==> config.mk <==
export PLATFORM = sky130hd
export DESIGN_NAME = mc_controller
export DESIGN_NICKNAME = d
export VERILOG_FILES = /design/src/rtl/mc_pkg.sv /design/src/rtl/mc_aludec.sv /design/src/rtl/mc_controller.sv
export SDC_FILE = /design/constraint.sdc
export NUM_CORES = 1
export LEC_CHECK = 0
export BUFFER_PORTS_ARGS = -buffer_cell sky130_fd_sc_hd__buf_2
export CAP_MARGIN = 25
export CORE_UTILIZATION = 25
export DETAILED_ROUTE_END_ITERATION = 16
export GPL_TIMING_DRIVEN = 0
export PLACE_DENSITY = 0.59
export SLEW_MARGIN = 20
export SYNTH_ARGS = -nofsm -noshare
export SYNTH_HDL_FRONTEND = slang
export SYNTH_SLANG_ARGS = --single-unit
==> constraint.sdc <==
create_clock -name clk -period 2 [get_ports clk]
set_clock_uncertainty 0.15 [all_clocks]
set_input_delay 0.2 -clock clk [delete_from_list [all_inputs] [get_ports clk]]
set_output_delay 0.2 -clock clk [all_outputs]
set_load 0.02 [all_outputs]
==> src/rtl/mc_pkg.sv <==
// Shared definitions for the multicycle MIPS control FSM.
// Holds the state encoding, opcode/funct/ALUOp constants, ALU control codes
// and a helper that identifies states waiting on the memory handshake.
package mc_pkg;

    typedef enum logic [3:0] {
        FETCH,
        DECODE,
        MEMADR,
        MEMREAD,
        MEMWB,
        MEMWRITE,
        EXECUTE,
        ALUWB,
        BRANCH,
        ADDIEX,
        ADDIWB,
        JUMP,
        BRANCHNE
    } state_t;

    localparam logic [5:0] OP_RTYPE = 6'b000000;
    localparam logic [5:0] OP_LW    = 6'b100011;
    localparam logic [5:0] OP_SW    = 6'b101011;
    localparam logic [5:0] OP_BEQ   = 6'b000100;
    localparam logic [5:0] OP_BNE   = 6'b000101;
    localparam logic [5:0] OP_ADDI  = 6'b001000;
    localparam logic [5:0] OP_J     = 6'b000010;

    localparam logic [5:0] FUNCT_ADD = 6'b100000;
    localparam logic [5:0] FUNCT_SUB = 6'b100010;
    localparam logic [5:0] FUNCT_AND = 6'b100100;
    localparam logic [5:0] FUNCT_OR  = 6'b100101;
    localparam logic [5:0] FUNCT_SLT = 6'b101010;

    localparam logic [1:0] ALUOP_ADD   = 2'b00;
    localparam logic [1:0] ALUOP_SUB   = 2'b01;
    localparam logic [1:0] ALUOP_FUNCT = 2'b10;

    localparam logic [2:0] ALU_AND = 3'b000;
    localparam logic [2:0] ALU_OR  = 3'b001;
    localparam logic [2:0] ALU_ADD = 3'b010;
    localparam logic [2:0] ALU_SUB = 3'b110;
    localparam logic [2:0] ALU_SLT = 3'b111;

    // States that stall on mem_ready and therefore run the timeout counter.
    function automatic logic is_wait_state(input state_t s);
        return (s == FETCH) || (s == MEMREAD) || (s == MEMWRITE);
    endfunction

endpackage

==> src/rtl/mc_aludec.sv <==
// ALU decoder: maps the internal ALUOp and the instruction Funct field to the
// 3-bit ALU operation.
// Ports:
//   funct      in  6  instr[5:0]
//   alu_op     in  2  00 add, 01 sub, 10 decode funct
//   alucontrol out 3  ALU operation
//   funct_bad  out 1  funct not recognised while alu_op selects funct decode
module mc_aludec
    import mc_pkg::*;
(
    input  logic [5:0] funct,
    input  logic [1:0] alu_op,
    output logic [2:0] alucontrol,
    output logic       funct_bad
);

    // Unknown funct codes still produce an add so the datapath stays benign;
    // the controller decides whether funct_bad matters.
    always_comb begin
        alucontrol = ALU_ADD;
        funct_bad  = 1'b0;
        case (alu_op)
            ALUOP_SUB: alucontrol = ALU_SUB;
            ALUOP_FUNCT: begin
                case (funct)
                    FUNCT_ADD: alucontrol = ALU_ADD;
                    FUNCT_SUB: alucontrol = ALU_SUB;
                    FUNCT_AND: alucontrol = ALU_AND;
                    FUNCT_OR:  alucontrol = ALU_OR;
                    FUNCT_SLT: alucontrol = ALU_SLT;
                    default:   funct_bad  = 1'b1;
                endcase
            end
            default: alucontrol = ALU_ADD;
        endcase
    end

endmodule

==> src/rtl/mc_controller.sv <==
// Control FSM for the multicycle MIPS datapath. Sequences fetch, decode,
// execute, memory and writeback; stalls on mem_ready; optional memory timeout.
// Optional feature macro: MC_BNE_EN (decode bne into BRANCHNE).
// Ports:
//   clk, reset_n            clock, asynchronous active-low reset
//   Opcode, Funct           instruction fields from the IR
//   zero                    ALU zero flag
//   mem_ready / mem_req     memory handshake
//   IorD, MemWrite, IRWrite, RegDst, MemtoReg, RegWrite, ALUSrcA,
//   ALUSrcB, PCSrc, PCEn    datapath controls
//   alucontrol              ALU operation
//   illegal_op, mem_err     one-cycle error pulses
module mc_controller
    import mc_pkg::*;
#(
    parameter int MEM_TIMEOUT = 0,
    parameter int TMO_W       = 8
) (
    input  logic       clk,
    input  logic       reset_n,
    input  logic [5:0] Opcode,
    input  logic [5:0] Funct,
    input  logic       zero,
    input  logic       mem_ready,
    output logic       mem_req,
    output logic       IorD,
    output logic       MemWrite,
    output logic       IRWrite,
    output logic       RegDst,
    output logic       MemtoReg,
    output logic       RegWrite,
    output logic       ALUSrcA,
    output logic [1:0] ALUSrcB,
    output logic [1:0] PCSrc,
    output logic       PCEn,
    output logic [2:0] alucontrol,
    output logic       illegal_op,
    output logic       mem_err
);

    localparam logic [TMO_W-1:0] TMO_LAST = TMO_W'(MEM_TIMEOUT - 1);

    state_t           state, state_next;
    logic [TMO_W-1:0] tmo_cnt, tmo_cnt_next;
    logic [1:0]       alu_op;
    logic             funct_bad;
    logic             pc_write;
    logic             branch;
    logic             illegal_next;
    logic             timeout;
`ifdef MC_BNE_EN
    logic             branch_ne;
`endif

    mc_aludec u_aludec (
        .funct      (Funct),
        .alu_op     (alu_op),
        .alucontrol (alucontrol),
        .funct_bad  (funct_bad)
    );

    // Timeout fires on the last allowed stalled cycle; a simultaneous
    // mem_ready wins because the condition requires mem_ready low.
    assign timeout = (MEM_TIMEOUT != 0) && is_wait_state(state) && !mem_ready
                     && (tmo_cnt == TMO_LAST);

    always_ff @(posedge clk or negedge reset_n) begin
        if (!reset_n) begin
            state      <= FETCH;
            tmo_cnt    <= '0;
            illegal_op <= 1'b0;
            mem_err    <= 1'b0;
        end else begin
            state      <= state_next;
            tmo_cnt    <= tmo_cnt_next;
            illegal_op <= illegal_next;
            mem_err    <= timeout;
        end
    end

    always_comb begin
        state_next   = state;
        illegal_next = 1'b0;
        alu_op       = ALUOP_ADD;
        pc_write     = 1'b0;
        branch       = 1'b0;
`ifdef MC_BNE_EN
        branch_ne    = 1'b0;
`endif
        mem_req      = 1'b0;
        IorD         = 1'b0;
        MemWrite     = 1'b0;
        IRWrite      = 1'b0;
        RegDst       = 1'b0;
        MemtoReg     = 1'b0;
        RegWrite     = 1'b0;
        ALUSrcA      = 1'b0;
        ALUSrcB      = 2'b00;
        PCSrc        = 2'b00;

        case (state)
            FETCH: begin
                mem_req  = 1'b1;
                ALUSrcB  = 2'b01;
                IRWrite  = mem_ready;
                pc_write = mem_ready;
                if (mem_ready) state_next = DECODE;
            end
            DECODE: begin
                ALUSrcB = 2'b11;
                case (Opcode)
                    OP_LW, OP_SW: state_next = MEMADR;
                    OP_RTYPE:     state_next = EXECUTE;
                    OP_BEQ:       state_next = BRANCH;
                    OP_ADDI:      state_next = ADDIEX;
                    OP_J:         state_next = JUMP;
`ifdef MC_BNE_EN
                    OP_BNE:       state_next = BRANCHNE;
`endif
                    default: begin
                        state_next   = FETCH;
                        illegal_next = 1'b1;
                    end
                endcase
            end
            MEMADR: begin
                ALUSrcA    = 1'b1;
                ALUSrcB    = 2'b10;
                state_next = (Opcode == OP_SW) ? MEMWRITE : MEMREAD;
            end
            MEMREAD: begin
                mem_req = 1'b1;
                IorD    = 1'b1;
                if (mem_ready) state_next = MEMWB;
            end
            MEMWB: begin
                MemtoReg   = 1'b1;
                RegWrite   = 1'b1;
                state_next = FETCH;
            end
            MEMWRITE: begin
                mem_req  = 1'b1;
                IorD     = 1'b1;
                MemWrite = 1'b1;
                if (mem_ready) state_next = FETCH;
            end
            EXECUTE: begin
                ALUSrcA      = 1'b1;
                alu_op       = ALUOP_FUNCT;
                illegal_next = funct_bad;
                state_next   = ALUWB;
            end
            ALUWB: begin
                RegDst     = 1'b1;
                RegWrite   = 1'b1;
                state_next = FETCH;
            end
            BRANCH: begin
                ALUSrcA    = 1'b1;
                alu_op     = ALUOP_SUB;
                PCSrc      = 2'b01;
                branch     = 1'b1;
                state_next = FETCH;
            end
`ifdef MC_BNE_EN
            BRANCHNE: begin
                ALUSrcA    = 1'b1;
                alu_op     = ALUOP_SUB;
                PCSrc      = 2'b01;
                branch_ne  = 1'b1;
                state_next = FETCH;
            end
`endif
            ADDIEX: begin
                ALUSrcA    = 1'b1;
                ALUSrcB    = 2'b10;
                state_next = ADDIWB;
            end
            ADDIWB: begin
                RegWrite   = 1'b1;
                state_next = FETCH;
            end
            JUMP: begin
                PCSrc      = 2'b10;
                pc_write   = 1'b1;
                state_next = FETCH;
            end
            default: state_next = FETCH;
        endcase

        // A fetch timeout stays in FETCH, so the counter must be cleared
        // explicitly rather than relying on a state change.
        if (timeout) state_next = FETCH;

        if ((MEM_TIMEOUT != 0) && is_wait_state(state) && !mem_ready && !timeout)
            tmo_cnt_next = tmo_cnt + TMO_W'(1);
        else
            tmo_cnt_next = '0;
    end

`ifdef MC_BNE_EN
    assign PCEn = pc_write | (branch & zero) | (branch_ne & ~zero);
`else
    assign PCEn = pc_write | (branch & zero);
`endif

endmodule

======== After elaboration in Yosys (flattened, before gate mapping) ========
Index checks and enable logic that the tools add are counted.
cells by class
  equality and inequality tests ........... 26
  bitwise operators ....................... 2
  reductions and logical operators ........ 11
  muxes and demuxes ....................... 25
operators by type and width
  cell                  number
  $eq A6 B6 Y1 const B  7
  $pmux W4 S7           1
  $pmux W4 S5           1
  $eq A4 B3 Y1 const B  4
  $eq A4 B4 Y1 const B  4
  $mux W1               12
  $mux W4               3
  $pmux W3 S4           1
  $eq A4 B2 Y1 const B  2
  $pmux W2 S2           2
  $eq A6 B2 Y1 const B  1
  $eq A6 B3 Y1 const B  1
  $eq A6 B4 Y1 const B  1
  $logic_not A6 Y1      1
  $ne A2 B2 Y1 const B  3
  $pmux W2 S3           1
  $pmux W3 S2           1
  $reduce_or A2 Y1      3
  $reduce_or A3 Y1      2
  $reduce_or A6 Y1      1
  $reduce_or A5 Y1      1
  $eq A4 B1 Y1 const B  1
  $logic_not A4 Y1      1
  $pmux W1 S2           2
  other kinds (7)       7
storage, ports and cells
  register bits after elaboration ......... 5
  bits of input ports ..................... 16
  output and inout port bits .............. 18

======== Longest topological paths before layout ========
  depth after elaboration ................. 5
  depth in mapped cells ................... 6
  mapped depth without buffers ............ 6

======== Cells and area by module ========
A second synthesis with hierarchy kept.
unflattened totals
  cell total of the unflattened synthesis .. 97
  area, all modules ....................... 767.0 sq um
by module, submodules not included
  module         instances  cells each  area each (sq um)
  mc_controller  1          77          618.1
  mc_aludec      1          20          148.9

======== Worst setup path after synthesis ========
OpenSTA, ideal clock, no wires.
  path kind ............................... flip-flop to output port
  start ................................... register state[0]
  end ..................................... output port alucontrol[1]
  setup slack ............................. -360 ps
  path buffers ............................ 1
  cell stages (with the launch flop) ...... 6
  arrival ................................. 2010 ps
  data required time ...................... 1650 ps
  cell sequence ........................... dfrtp_1 buf_2 nor3_1 inv_1 ha_1 a211o_1
between the ends
  word-level cells in the longest chain between the ends .. 4
  elaborated cells between the ends (all ways) .. 6
ends and longest elaborated chain
  element                                       RTL line              RTL
  start, declared                               mc_controller.sv:43   state_t state, state_next;
  start signal, assigned                        mc_controller.sv:74   state <= state_next;
  $eq A4 B4 Y1 or $eq A4 B3 Y1 (tied branches)  mc_controller.sv:101  case (state)
  $pmux W2 S2 (*)                               mc_controller.sv:101
  $eq A2 B2 Y1 or $eq A2 B1 Y1 (tied branches)  mc_aludec.sv:22       case (alu_op)
  $pmux W3 S2 (*)                               mc_aludec.sv:22
  end, declared                                 mc_controller.sv:36   output logic [2:0] alucontrol,
Every way passes the cells marked *; elsewhere a longest branch is shown, timed or not.

======== Final worst setup path ========
Ends and elaborated chain as after synthesis.

==> run metrics <==
I/O Buffers=31; Synth Area in XOR/XNOR=4.008%; core area=2477 µm²; Max Clk Rate=499.8 MHz; count leader, synth=nor2_1; library cells used by synthesis=33; vias in the first global route=710; CP Class=register to output pin; largest family of logic cells by synthesized area=simple AND/OR/NAND/NOR gates; DRT iter0 DRCs=26; final period utilization=100.0%; HP Class=input port to register; DR vias/cell=5.066; Syn Std Cell Area=655.6 µm²; Root Buffer Master=clkbuf_4; gr usage total=13.73%; Max-Cap Viols=0; share of the synthesized area in the top cell type=19.08%; num rows=18; Final Net Count=155; max-slew violation count=0; min Tclk post-route=2.001 ns; later-pin clock latency in the skew report=0.24 ns; Yosys top cell by area=dfrtp_1; Slew HR=63.83%; CP arrival=1.65 ns; RD Place Congestion=0.8147; IO Count=34; Die W=53.21 µm; post-synthesis mux area share=0%; final core utilization=40.20%; Worst-path clk slew=0.04 ns; CTS tree=yes; Die ar.=2831 µm²; maximum VDD drop=0.0004604 V; area grow syn2layout=51.91%; Synth Area in Adders=3.817%; Hold Vio Cnt, Final=0; hpwl dp=1373 µm; CTS sink count=5; post-synth net total=112; Worst Path Required=1.65 ns; FF+latch count, synth=5; sequential area share after synthesis=19.08%; H-tree levels=1; DRT Wirelength=1875 µm; CP Capture Type=output pin; Post-synth EDFFs=0; layout cells sized above 1=44.12%; CP Max Fanout=6; Routed Antenna Nets=0; Leakage=0.0004701 µW; run status=finished, violations left; pin count of the biggest net entering global routing=14; Worst Tran Pin Value=0.5349 ns; Syn. warnings=0; failing checks=negative setup slack; PwrDens=1083 nW/µm²; unrepaired setup endpoints after global routing=true; Synth Area in Compound Gates=25.95%; die span in y=53.21 µm; TritonCTS Buffers=3; DR vias=841; ys async rst share=100.0%; initial core utilization=26.46%; Final setup viols=1; setup ws final=-0.0007183 ns; FILL cells=270; post-synthesis cell count=94; most instantiated cells after synthesis=11 x nor2_1, 8 x nand2_1, 8 x nor3_1; syn_area_per_cell=6.975 µm²; Post-synth top flop=dfrtp_1; area share of and/or/nand/nor cells after synthesis=39.50%; largest buffer count on any clock path=2; initial antenna violation count=0; drt wl/cell=11.30 µm; n_diodes=0; Tot Pwr=1078 µW; total grt overflow=0; DRC viols=0; first-pass GRT wire length=2884 µm; top cells by area, synth=dfrtp_1 19%, nor2_1 6.3%, nor3_1 6.1%, o21ai_0 5.3%, nand2b_1 4.8%; Worst setup SP type=register; drt first pass iters=7
-- critical path: stages, from the launching register on --
cell,delay (ns)
dfrtp_2,0.44
and2b_2,0.25
nand2_2,0.06
inv_2,0.08
ha_4,0.21
a211o_1,0.24
buf_6,0.13
-- layer usage --
metal / vias up / global-route usage, % / wire (µm)
met3: 4 / 3.448 / 97
met5: - / 0 / 0
met1: 376 / 15.92 / 869
li1: 425 / - / -
met2: 36 / 25.62 / 892
met4: 0 / 1.316 / 16
-- final timing paths --
path	startpoint	to	slack, ns	depth (start not counted)
setup / recovery	state[0]	alucontrol[1]	-0.0007	6
hold / removal	Opcode[3]	state[2]	0.13	3
setup reg to reg	state[1]	state[2]	0.21	5
hold reg to reg	state[3]	state[2]	0.42	1
max in group asynchronous	reset_n	state[1]	1.40	2
min in group asynchronous	reset_n	state[2]	0.15	2
-- logic make-up (layout without fill, tap and decap cells) --
kind of cell / count (synthesis) / in the layout
xor gates and xnor gates: 3 / 3
AOI/OAI and AO/OA: 26 / 26
other: 1 / 1
buffers and inverters: 9 / 51
adders and majority gates: 2 / 2
and+or+nand+nor: 48 / 48
DFF: 5 / 5
-- through the flow --
step	hold WS, ns	setup WS, ns	TNS (ns)	std cells	instance area, µm²
3_5_place_dp	-0.1301	-0.03357	-0.03357	155	859.6
2_1_floorplan	-0.2456	0.003012	0	94	666.9
6_report	0.1346	-0.0007183	-0.0007183	166	996.0
5_1_grt	0.1463	-0.09104	-0.1485	166	996.0
4_1_cts	0.1282	-0.02228	-0.02228	164	970.9
3_3_place_gp	-0.1341	-0.03197	-0.03197	155	859.6
-- cell type report --
cell class | instances | area, µm² | area share, %
Tap cell | 30 | 37.54 | 3.769
Timing Repair Buffer | 39 | 226.5 | 22.74
Inverter | 4 | 15.01 | 1.508
Sequential cell | 5 | 130.1 | 13.07
Buffer | 4 | 33.78 | 3.392
Clock buffer | 4 | 26.28 | 2.638
Multi-Input combinational cell | 80 | 526.8 | 52.89
-- report_power, final --
| group | total (µW) | internal [µW] | switching (µW) |
|---|---|---|---|
| combinational | 777 | 324 | 454 |
| clock | 114 | 75.3 | 38.6 |
| sequential | 187 | 142 | 45.2 |
| total | 1080 | 541 | 538 |
-- sequential cells by signal, indices dropped and copies added (netlist names) --
signal and flops:
state 4, illegal_op 1
-- placed cells by master (no fill, tap or decap), drive strengths merged --
cell type / instances
and3: 2
o31ai: 1
xnor2: 1
a222oi: 1
nand2: 8
inv: 4
clkbuf: 4
nand2b: 5
xor2: 2
nor4b: 1
ha: 2
o21bai: 1
a31oi: 3
and2b: 2
a32oi: 1
nor2: 11
dlygate4sd3: 1
buf: 42
or4: 2
conb: 1
dfrtp: 5
a211oi: 3
nor2b: 4
nand3: 2
o21ai: 7
nor3: 8
nand4: 2
a21oi: 4
a21o: 2
nor4: 1
o211ai: 1
a211o: 2
-- what timing repair did --
item	4_1_cts	5_1_grt
setup endpoints to repair	4	3
resized for setup	13	4
hold buffers	1	0
endpoints found under the hold margin	5	0
setup buffers	5	2
pin swaps	3	1
gates cloned	0	0
(Power assumes the default switching activity.)
